[src/rtl/elevator_car_if.sv]
// Dispatcher <-> car bundle for one elevator car.
//   master : dispatcher side. Drives car_call / hall_assign / hold_door and
//            observes the car status.
//   slave  : car controller side.
// Signals:
//   car_call[FLOORS]    in-car buttons (level or pulse)
//   hall_assign[FLOORS] pick-ups assigned to this car
//   hold_door           door-open button
//   location[FLOOR_W]   current floor
//   direction           1 = UP, 0 = DOWN
//   moving              1 = MOVING, 0 = STOPPED
//   door_state[2]       0 = OPEN, 1 = OPENING, 2 = CLOSED, 3 = CLOSING
//   pending[FLOORS]     latched stop requests
//   inc / dec           one-cycle pulse when the car reaches the next floor
//   arrived             one-cycle pulse when the car reaches a stopping floor
//   idle                stopped, door closed, nothing pending
interface elevator_car_if #(
    parameter int FLOORS  = 8,
    parameter int FLOOR_W = 3
);
    logic [FLOORS-1:0]  car_call;
    logic [FLOORS-1:0]  hall_assign;
    logic               hold_door;
    logic [FLOOR_W-1:0] location;
    logic               direction;
    logic               moving;
    logic [1:0]         door_state;
    logic [FLOORS-1:0]  pending;
    logic               inc;
    logic               dec;
    logic               arrived;
    logic               idle;

    modport master (
        output car_call, hall_assign, hold_door,
        input  location, direction, moving, door_state, pending,
               inc, dec, arrived, idle
    );

    modport slave (
        input  car_call, hall_assign, hold_door,
        output location, direction, moving, door_state, pending,
               inc, dec, arrived, idle
    );
endinterface

[src/rtl/elevator_car_ctrl.sv]
// Single-car elevator controller for an N-floor building.
// Latches stop requests, runs a timed door cycle (opening / dwell / closing)
// with hold and reopen, and moves the car one floor per TRAVEL_TICKS cycles
// in a sweep: keep going while requests lie ahead, then reverse.
// Ports:
//   clk    rising-edge clock
//   rst_n  asynchronous active-low reset
//   bus    elevator_car_if.slave (calls in, car status out)
module elevator_car_ctrl #(
    parameter int FLOORS       = 8,
    parameter int FLOOR_W      = 3,
    parameter int DOOR_TICKS   = 4,
    parameter int TRAVEL_TICKS = 6,
    parameter int INIT_FLOOR   = 0
) (
    input  logic          clk,
    input  logic          rst_n,
    elevator_car_if.slave bus
);
    localparam int DT_W = (DOOR_TICKS > 1) ? $clog2(DOOR_TICKS) : 1;
    localparam int TT_W = (TRAVEL_TICKS > 1) ? $clog2(TRAVEL_TICKS) : 1;

    localparam logic [DT_W-1:0]    DOOR_LOAD   = DT_W'(DOOR_TICKS - 1);
    localparam logic [TT_W-1:0]    TRAVEL_LOAD = TT_W'(TRAVEL_TICKS - 1);
    localparam logic [FLOOR_W-1:0] TOP_FLOOR   = FLOOR_W'(FLOORS - 1);
    localparam logic [FLOOR_W-1:0] RESET_FLOOR = FLOOR_W'(INIT_FLOOR);

    typedef enum logic [1:0] {
        DOOR_OPEN    = 2'd0,
        DOOR_OPENING = 2'd1,
        DOOR_CLOSED  = 2'd2,
        DOOR_CLOSING = 2'd3
    } door_e;

    typedef enum logic {
        STOPPED = 1'b0,
        MOVING  = 1'b1
    } move_e;

    door_e              door_q, door_d;
    move_e              move_q, move_d;
    logic [DT_W-1:0]    dtmr_q, dtmr_d;
    logic [TT_W-1:0]    ttmr_q, ttmr_d;
    logic [FLOOR_W-1:0] loc_q, loc_d;
    logic               dir_q, dir_d;
    logic [FLOORS-1:0]  pend_q, pend_d;

    logic [FLOORS-1:0]  calls_in;
    logic [FLOORS-1:0]  here_mask;
    logic               pend_here, call_here;
    logic               req_above, req_below;
    logic               pend_up1, pend_dn1;
    logic               req_above_up1, req_below_dn1;
    logic               dir_eff;
    logic               step, stop_here;

    assign calls_in = bus.car_call | bus.hall_assign;

    // Floor-relative views of the request vector, including the view from
    // the neighbouring floor the car is about to reach.
    always_comb begin
        // NOTE: every combinational output gets a default first so no path
        // leaves it unassigned and a latch is never inferred.
        here_mask     = '0;
        pend_here     = 1'b0;
        call_here     = 1'b0;
        req_above     = 1'b0;
        req_below     = 1'b0;
        pend_up1      = 1'b0;
        pend_dn1      = 1'b0;
        req_above_up1 = 1'b0;
        req_below_dn1 = 1'b0;
        for (int i = 0; i < FLOORS; i++) begin
            if (i == int'(loc_q)) begin
                here_mask[i] = 1'b1;
                pend_here    = pend_q[i];
                call_here    = calls_in[i];
            end
            if (i > int'(loc_q))     req_above     |= pend_q[i];
            if (i < int'(loc_q))     req_below     |= pend_q[i];
            if (i == int'(loc_q) + 1) pend_up1     = pend_q[i];
            if (i == int'(loc_q) - 1) pend_dn1     = pend_q[i];
            if (i > int'(loc_q) + 1) req_above_up1 |= pend_q[i];
            if (i < int'(loc_q) - 1) req_below_dn1 |= pend_q[i];
        end
    end

    // Direction the car would take if it started now: reverse only when
    // nothing lies ahead but something lies behind; the end floors force
    // the only possible direction.
    always_comb begin
        dir_eff = dir_q;
        if (dir_q && !req_above && req_below)
            dir_eff = 1'b0;
        else if (!dir_q && !req_below && req_above)
            dir_eff = 1'b1;
        if (loc_q == TOP_FLOOR)
            dir_eff = 1'b0;
        else if (loc_q == '0)
            dir_eff = 1'b1;
    end

    // Next-state logic for requests, door and movement.
    always_comb begin
        pend_d    = pend_q;
        door_d    = door_q;
        dtmr_d    = dtmr_q;
        move_d    = move_q;
        ttmr_d    = ttmr_q;
        loc_d     = loc_q;
        dir_d     = dir_q;
        step      = 1'b0;
        stop_here = 1'b0;

        // The current floor is served while the door is (being) opened, so a
        // call there is absorbed rather than latched.
        if (door_q == DOOR_OPENING || door_q == DOOR_OPEN)
            pend_d = (pend_q | calls_in) & ~here_mask;
        else
            pend_d = pend_q | calls_in;

        case (door_q)
            DOOR_CLOSED: begin
                if (move_q == STOPPED && pend_here) begin
                    door_d = DOOR_OPENING;
                    dtmr_d = DOOR_LOAD;
                end
            end
            DOOR_OPENING: begin
                if (dtmr_q == '0) begin
                    door_d = DOOR_OPEN;
                    dtmr_d = DOOR_LOAD;
                end else begin
                    dtmr_d = dtmr_q - 1'b1;
                end
            end
            DOOR_OPEN: begin
                if (bus.hold_door || call_here) begin
                    dtmr_d = DOOR_LOAD;
                end else if (dtmr_q == '0) begin
                    door_d = DOOR_CLOSING;
                    dtmr_d = DOOR_LOAD;
                end else begin
                    dtmr_d = dtmr_q - 1'b1;
                end
            end
            DOOR_CLOSING: begin
                if (bus.hold_door || pend_here) begin
                    door_d = DOOR_OPENING;
                    dtmr_d = DOOR_LOAD;
                end else if (dtmr_q == '0) begin
                    door_d = DOOR_CLOSED;
                end else begin
                    dtmr_d = dtmr_q - 1'b1;
                end
            end
            default: door_d = DOOR_CLOSED;
        endcase

        case (move_q)
            STOPPED: begin
                if (door_q == DOOR_CLOSED) begin
                    dir_d = dir_eff;
                    if (!pend_here && ((dir_eff && req_above) || (!dir_eff && req_below))) begin
                        move_d = MOVING;
                        ttmr_d = TRAVEL_LOAD;
                    end
                end
            end
            MOVING: begin
                if (ttmr_q == '0) begin
                    // Stepping past the end floors cannot happen: a sweep only
                    // continues while a request lies further ahead.
                    step = 1'b1;
                    if (dir_q) begin
                        loc_d     = loc_q + 1'b1;
                        stop_here = pend_up1 || !req_above_up1;
                    end else begin
                        loc_d     = loc_q - 1'b1;
                        stop_here = pend_dn1 || !req_below_dn1;
                    end
                    if (stop_here)
                        move_d = STOPPED;
                    else
                        ttmr_d = TRAVEL_LOAD;
                end else begin
                    ttmr_d = ttmr_q - 1'b1;
                end
            end
            default: move_d = STOPPED;
        endcase
    end

    // NOTE: state registers use non-blocking assignments so every flop
    // samples the pre-edge values regardless of process ordering.
    always_ff @(posedge clk or negedge rst_n) begin
        if (!rst_n) begin
            door_q <= DOOR_CLOSED;
            dtmr_q <= '0;
            move_q <= STOPPED;
            ttmr_q <= '0;
            loc_q  <= RESET_FLOOR;
            dir_q  <= 1'b1;
            pend_q <= '0;
        end else begin
            door_q <= door_d;
            dtmr_q <= dtmr_d;
            move_q <= move_d;
            ttmr_q <= ttmr_d;
            loc_q  <= loc_d;
            dir_q  <= dir_d;
            pend_q <= pend_d;
        end
    end

    assign bus.location   = loc_q;
    assign bus.direction  = dir_q;
    assign bus.moving     = (move_q == MOVING);
    assign bus.door_state = door_q;
    assign bus.pending    = pend_q;
    assign bus.inc        = step && dir_q;
    assign bus.dec        = step && !dir_q;
    assign bus.arrived    = step && stop_here;
    assign bus.idle       = (move_q == STOPPED) && (door_q == DOOR_CLOSED) && (pend_q == '0);
endmodule

[src/flat_wrapper.sv]
// flat-port wrapper written by rule: the top's interface ports become plain ports
module elevator_car_ctrl_flat 
#(
    parameter int FLOORS       = 8,
    parameter int FLOOR_W      = 3,
    parameter int DOOR_TICKS   = 4,
    parameter int TRAVEL_TICKS = 6,
    parameter int INIT_FLOOR   = 0
)
  (clk, rst_n, bus_car_call, bus_hall_assign, bus_hold_door, bus_location, bus_direction, bus_moving, bus_door_state, bus_pending, bus_inc, bus_dec, bus_arrived, bus_idle);
  elevator_car_if #(.FLOORS(FLOORS), .FLOOR_W(FLOOR_W)) bus_i ();
  input  logic clk;
  input  logic rst_n;
  input wire logic [$bits(bus_i.car_call)-1:0] bus_car_call;
  input wire logic [$bits(bus_i.hall_assign)-1:0] bus_hall_assign;
  input wire logic [$bits(bus_i.hold_door)-1:0] bus_hold_door;
  output wire logic [$bits(bus_i.location)-1:0] bus_location;
  output wire logic [$bits(bus_i.direction)-1:0] bus_direction;
  output wire logic [$bits(bus_i.moving)-1:0] bus_moving;
  output wire logic [$bits(bus_i.door_state)-1:0] bus_door_state;
  output wire logic [$bits(bus_i.pending)-1:0] bus_pending;
  output wire logic [$bits(bus_i.inc)-1:0] bus_inc;
  output wire logic [$bits(bus_i.dec)-1:0] bus_dec;
  output wire logic [$bits(bus_i.arrived)-1:0] bus_arrived;
  output wire logic [$bits(bus_i.idle)-1:0] bus_idle;
  assign bus_i.car_call = bus_car_call;
  assign bus_i.hall_assign = bus_hall_assign;
  assign bus_i.hold_door = bus_hold_door;
  assign bus_location = bus_i.location;
  assign bus_direction = bus_i.direction;
  assign bus_moving = bus_i.moving;
  assign bus_door_state = bus_i.door_state;
  assign bus_pending = bus_i.pending;
  assign bus_inc = bus_i.inc;
  assign bus_dec = bus_i.dec;
  assign bus_arrived = bus_i.arrived;
  assign bus_idle = bus_i.idle;
  elevator_car_ctrl #(.FLOORS(FLOORS), .FLOOR_W(FLOOR_W), .DOOR_TICKS(DOOR_TICKS), .TRAVEL_TICKS(TRAVEL_TICKS), .INIT_FLOOR(INIT_FLOOR)) u_core (.clk(clk), .rst_n(rst_n), .bus(bus_i));
endmodule
[config.mk]
export PLATFORM = sky130hd
export DESIGN_NAME = elevator_car_ctrl_flat
export DESIGN_NICKNAME = d
export VERILOG_FILES = /design/src/rtl/elevator_car_if.sv /design/src/rtl/elevator_car_ctrl.sv /design/src/flat_wrapper.sv
export SDC_FILE = /design/constraint.sdc
export NUM_CORES = 1
export LEC_CHECK = 0
export ABC_AREA = 1
export ABC_CLOCK_PERIOD_IN_PS = 3080
export BUFFER_PORTS_ARGS = -buffer_cell sky130_fd_sc_hd__buf_4
export CAP_MARGIN = 20
export CORE_MARGIN = 2
export CORE_UTILIZATION = 41
export CTS_CLUSTER_SIZE = 14
export DETAILED_ROUTE_END_ITERATION = 7
export PLACE_DENSITY = 0.6
export SETUP_SLACK_MARGIN = 0.4
export SKIP_CTS_REPAIR_TIMING = 1
export SLEW_MARGIN = 20
export SYNTH_ARGS = -nofsm -noshare
export SYNTH_HDL_FRONTEND = slang
export SYNTH_SLANG_ARGS = --single-unit
[constraint.sdc]
create_clock -name clk -period 3.08 [get_ports clk]
set_input_delay 0.154 -clock clk [delete_from_list [all_inputs] [get_ports clk]]
set_output_delay 0.154 -clock clk [all_outputs]
set_load 0.01 [all_outputs]
==> Yosys cells after proc, flatten, opt, wreduce, memory -nomap -nowiden <==
Index checks and enable logic that the tools add are counted.
{ "classes": {"n_mul": 0, "mux": 106, "addsub": 6, "bitwise_logic": 31, "n_shift": 0, "n_lt_le_gt_ge": 30, "reduce_logical": 39, "eq_ne": 34, "div": 0} }
{ "op_table": {"columns": ["cell", "n"], "rows": [
  ["4-bit by 32-bit equality test with 1-bit output (first input constant)", 8],
  ["3-bit by 32-bit equality test with 1-bit output (first input constant)", 4],
  ["4-bit by 32-bit > comparator with 1-bit output (first input constant)", 4],
  ["4-bit by 32-bit < comparator with 1-bit output (first input constant)", 4],
  ["1-bit 2-to-1 mux", 85],
  ["2-bit by 32-bit equality test with 1-bit output (first input constant)", 2],
  ["3-bit by 32-bit > comparator with 1-bit output (first input constant)", 2],
  ["32-bit zero test", 2],
  ["3-bit by 32-bit < comparator with 1-bit output (first input constant)", 2],
  ["1-bit by 32-bit > comparator with 1-bit output (first input constant)", 1],
  ["2-bit by 32-bit > comparator with 1-bit output (first input constant)", 1],
  ["1-bit by 32-bit < comparator with 1-bit output (first input constant)", 1],
  ["2-bit by 32-bit < comparator with 1-bit output (first input constant)", 1],
  ["1-bit OR", 26],
  ["2-bit 2-to-1 mux", 11],
  ["8-bit OR", 2],
  ["2-bit case mux with 4 select lines", 2],
  ["3-bit 2-to-1 mux", 5],
  ["1-bit logical AND", 13],
  ["3-bit equality test (first input constant)", 4],
  ["3-bit > comparator (first input constant)", 4],
  ["2-bit inequality test (second input constant)", 5],
  ["3-bit zero test", 3],
  ["3-bit < comparator (first input constant)", 3],
  ["other kinds (30)", 51]
]} }
{ "word_totals": {"memories": 0, "in_bits": 19, "romBits": 0, "latch_bits": 0, "regBits": 20, "ram_bits": 0} }

==> Logic depth before layout (Yosys ltp) <==
{ "depth": {"ltp_word": 28, "depth_mapped": 21, "depth_no_buf": 20} }

==> Worst setup path before layout <==
Ideal clock, no wire load.
{ "synth_timing": {"path_kind": "reg-to-reg", "from": "register u_core.loc_q[0], in the netlist u_core.bus.location[0]", "to": "register u_core.ttmr_q[0]", "slack_ns": 0.602, "path_stages_with_launch": 22, "required_ns": 2.963, "t_arrival_ns": 2.362, "synth_period_minus_slack_ns": 2.478, "n_path_buf": 1, "cell_sequence": "dfrtp_1 > buf_6 > inv_2 > ha_1 > ha_1 > nand2_1 > nor2_1 > nand3_1 > nand2_1 > inv_1 > nand2_1 > nand2_1 > nand3_1 > nand2_1 > nand2_1 > nand2_1 > nand2_1 > nand2_1 > nand2_2 > nand2_4 > nand2_1 > nand2_1"} }
{ "synth_via": {"elab_chain_cells": 27, "elab_cells_between_ends": 164} }
{ "synth_rtl": {"columns": ["item", "line", "source"], "rows": [
  ["start: declaration", "elevator_car_ctrl.sv:44", "logic [FLOOR_W-1:0] loc_q, loc_d;"],
  ["start signal: assignment", "elevator_car_ctrl.sv:210", "loc_q <= loc_d;"],
  ["parallel branches: the longest is 26 deep, another holds 1-bit by 32-bit < comparator with 1-bit output", null, null],
  ["3-bit AND reduction (no source line) (*)", null, null],
  ["end signal: assignment", "elevator_car_ctrl.sv:209", "ttmr_q <= ttmr_d;"],
  ["end: declaration", "elevator_car_ctrl.sv:43", "logic [TT_W-1:0] ttmr_q, ttmr_d;"]
]} }
Mark *: on every way between the ends. The select of a mux whose other input is x is not followed.
A chain may end at the register's enable or synchronous reset.

==> Final worst setup path <==
{ "layout_timing": {"from": "register u_core.loc_q[1], in the netlist u_core.bus.location[1]", "to": "output bus_arrived"} }
{ "layout_via": {"elab_chain_cells": 25, "elab_cells_between_ends": 90} }
{ "layout_rtl": {"columns": ["item", "line", "source"], "rows": [
  ["3-bit by 1-bit subtractor with 4-bit output or 3-bit by 1-bit adder with 4-bit output (tied branches)", null, null],
  ["1-bit by 32-bit < comparator with 1-bit output or 1-bit by 32-bit > comparator with 1-bit output (tied branches)", "elevator_car_ctrl.sv:84, elevator_car_ctrl.sv:83", null],
  ["1-bit 2-to-1 mux, on equally long branches", "elevator_car_ctrl.sv:84, elevator_car_ctrl.sv:83", null],
  ["1-bit OR, on equally long branches", "elevator_car_ctrl.sv:84, elevator_car_ctrl.sv:83", null],
  ["1-bit 2-to-1 mux, on equally long branches", "elevator_car_ctrl.sv:84, elevator_car_ctrl.sv:83", null],
  ["1-bit OR, on equally long branches", "elevator_car_ctrl.sv:84, elevator_car_ctrl.sv:83", null],
  ["1-bit 2-to-1 mux, on equally long branches", "elevator_car_ctrl.sv:84, elevator_car_ctrl.sv:83", null],
  ["1-bit OR, on equally long branches", "elevator_car_ctrl.sv:84, elevator_car_ctrl.sv:83", null],
  ["[9 not listed]", null, null],
  ["1-bit zero test, on equally long branches", "elevator_car_ctrl.sv:180, elevator_car_ctrl.sv:177", null],
  ["1-bit logical OR, on equally long branches", "elevator_car_ctrl.sv:180, elevator_car_ctrl.sv:177", null],
  ["1-bit 2-to-1 mux (*)", "elevator_car_ctrl.sv:175", "if (dir_q) begin"],
  ["1-bit 2-to-1 mux (*)", "elevator_car_ctrl.sv:171", "if (ttmr_q == '0) begin"],
  ["1-bit 2-to-1 mux (*)", "elevator_car_ctrl.sv:160", "case (move_q)"],
  ["1-bit 2-to-1 mux (*)", "elevator_car_ctrl.sv:171", null],
  ["1-bit 2-to-1 mux (*)", "elevator_car_ctrl.sv:160", null],
  ["1-bit logical AND (*)", "elevator_car_ctrl.sv:223", "assign bus.arrived = step && stop_here;"],
  ["end: declaration", "flat_wrapper.sv:24", "output wire logic [$bits(bus_i.arrived)-1:0] bus_arrived;"]
]} }
Mark *: on every way between the ends. The rest lies on a longest branch, timed or not. The select of a mux whose other input is x is not followed.

==> metrics <==
status=finished, final reports clean; commonest non-fill, non-tap cells in the layout=nand2_1 (101), buf_4 (46), inv_1 (43); number of global-route vias before repair=around 2,000; CTS tree=done; Finish-stage setup viols=0; Routed Antenna Nets=0; post-placement cell area=around 2400 µm²; # H-tree levels=1; Power Dens Cells=1240 nW/µm²; final std cells w/o fill=443; ant diodes=0; yosys warns=0; dpl hpwl=4370 µm; period utilization=0.820; Vias per Instance=just over 5; Mapped Nets=361; final core utilization=0.546; die footprint=5500 µm²; Top cell by count, worst path=nand2_1; gp weighted congestion=0.907; Ports=38; Die W=74.1 µm; delay of the slowest critical-path stage=0.41 ns; Clk Latency, worst-skew pair=0.27 ns; Final Power=3.20 mW; final net count=411; gr ovfl total=0; crit path max fanout=7; die height=between 70 and 80 µm; FF+latch count, synth=20; post-route cell area=roughly 2600 µm²; cells along the critical path=inv_2 -> ha_4 -> ha_4 -> a21oi_2 -> nand3_1 -> nand2_1 -> inv_1 -> nand3_1 -> nand2_1 -> nand2_1 -> nand2_1 -> nand2_1 -> nand2_1 -> nor2_1 -> buf_4; max-slew violations=0; effective utilization at floorplan=0.427; CP Launch Type=flop; VDD IR max=0.413 mV; Gate Count Post-Synth=327; synthesized area=~2000 µm²; Rows=25; WP data arrival=2.37 ns; crit path from=u_core.bus.location[1]; Fmax=0.396 GHz; DR DRC count=0; WS Path Type=flop to primary output; Worst slew margin=0.775; initial antenna violation count=0; sequential element share of the synthesized area=0.249; CTS clk-pin slew, worst paths=0.10 ns; layout cells sized above 1=0.213; clock buffer depth=2; CP Data Required Time=about 2.9 ns; Netlist cell types=34; Area growth syn-to-layout=28.0%; Worst Min Path Start=bus_car_call[1]; final wirelength=5800 µm; Worst Hold Class=primary input to flop; CTS root buf=clkbuf_8; first-pass GRT wire length=9480 µm; core area=4720 µm²; 1st-pass router iterations=5; crit path time final=2.53 ns; Routed WL per cell=13.1 µm; Syn Area/Cell=roughly 6 µm²; RSZ-0062 raised after global routing=no; first-iteration detailed-routing DRC count=192; Inst Count DP=430; clk sink count=20; pin count of the biggest net entering global routing=21; CTS buffer count=3; critical path's slowest cell=dfrtp_1; port bufs=37; Vias=2,228; Slew @ Worst Pin=around 0.34 ns; max cap viols=0; Fin. Hold Viols=0; TNS Setup=0 ns; commonest non-fill, non-tap cell in the layout=nand2_1; setup skew after layout=0.00635 ns; GRT Total Usage=0.223; reg2reg start=u_core.bus.location[1]; Crit. End Element=primary output; leakage power=1.33 nW
-- cells by family after synthesis --
logic type               Yosys count  share of synthesized area
XOR/XNOR                           2                    0.00869
AO/OA/AOI/OAI                     54                      0.153
adder cells (fa/ha/maj)           15                     0.0968
flip-flops                        20                      0.249
buffers and inverters             57                      0.114
AND/OR/NAND/NOR                  179                      0.378
-- critical path: cells and delay by family, from the launching register on --
family / cells / cell delay (ns)
buffers and inverters: 3 / 0.32
DFF: 1 / 0.41
AOI/OAI and AO/OA: 1 / 0.22
adders and majority gates: 2 / 0.42
and+or+nand+nor: 9 / 0.73
-- per-stage QoR --
step	worst slack, ns	hold WS (ns)
after floorplan	0.602	-0.142
after global placement	0.630	0.0580
after detailed placement	0.613	0.0590
after CTS	0.298	-0.238
after global routing	0.394	0.113
final	0.555	0.0954
-- layout make-up --
class                           count  area (µm²)
Clock buffer                        3        41.3
Multi-Input combinational cell    250        1340
Fill cell                         482        2140
Clock inverter                      1        30.0
Timing Repair Buffer               49         378
Tap cell                           67        83.8
Sequential cell                    20         503
Inverter                           53         204
-- worst paths after layout --
kind	slack (ns)	endpoint	cells past startpoint
max reg2reg	0.71	u_core.ttmr_q[2]	18
min in group asynchronous	0.30	u_core.bus.pending[1]	2
min	0.1	u_core.bus.pending[1]	3
max in group asynchronous	2.50	u_core.bus.direction	2
max	0.55	bus_arrived	15
min reg2reg	0.49	u_core.dtmr_q[1]	2
-- registers in the layout, indices dropped and copies added (netlist names) --
name,flops
u_core.bus.pending,8
u_core.bus.location,3
u_core.ttmr_q,3
u_core.bus.door_state,2
u_core.dtmr_q,2
u_core.bus.direction,1
u_core.bus.moving,1
-- power by group --
group	internal (mW)	switching [mW]
sequential	0.398	0.207
clock	0.174	0.111
combinational	0.938	1.37
total	1.51	1.69
-- synthesized netlist by cell type (all sizes together) --
cell type  number  area [µm²]
nand4           6        37.5
o21ai          24         131
clkinv          4        15.0
o31ai           1        7.51
nor2           27         106
dfstp           2        52.6
nand2         108         425
dfrtp          18         450
a21boi          1        7.51
nand3          33         165
buf             4        28.8
nor3            3        15.0
a211oi          1        7.51
o211ai          3        22.5
ha             14         175
a22oi           1        7.51
xor2            2        17.5
a31oi           2        12.5
a21oi          20         104
o32ai           1        8.76
inv            49         186
fa              1        20.0
or2             2        12.5
-- layer usage --
metal	global-route usage	vias up	wire length, µm
li1	-	1155	-
met1	0.334	985	2760
met2	0.338	82	2550
met3	0.0325	6	414
met4	0.0525	0	70
met5	0	-	0
Power figures use the tool's default switching activity.
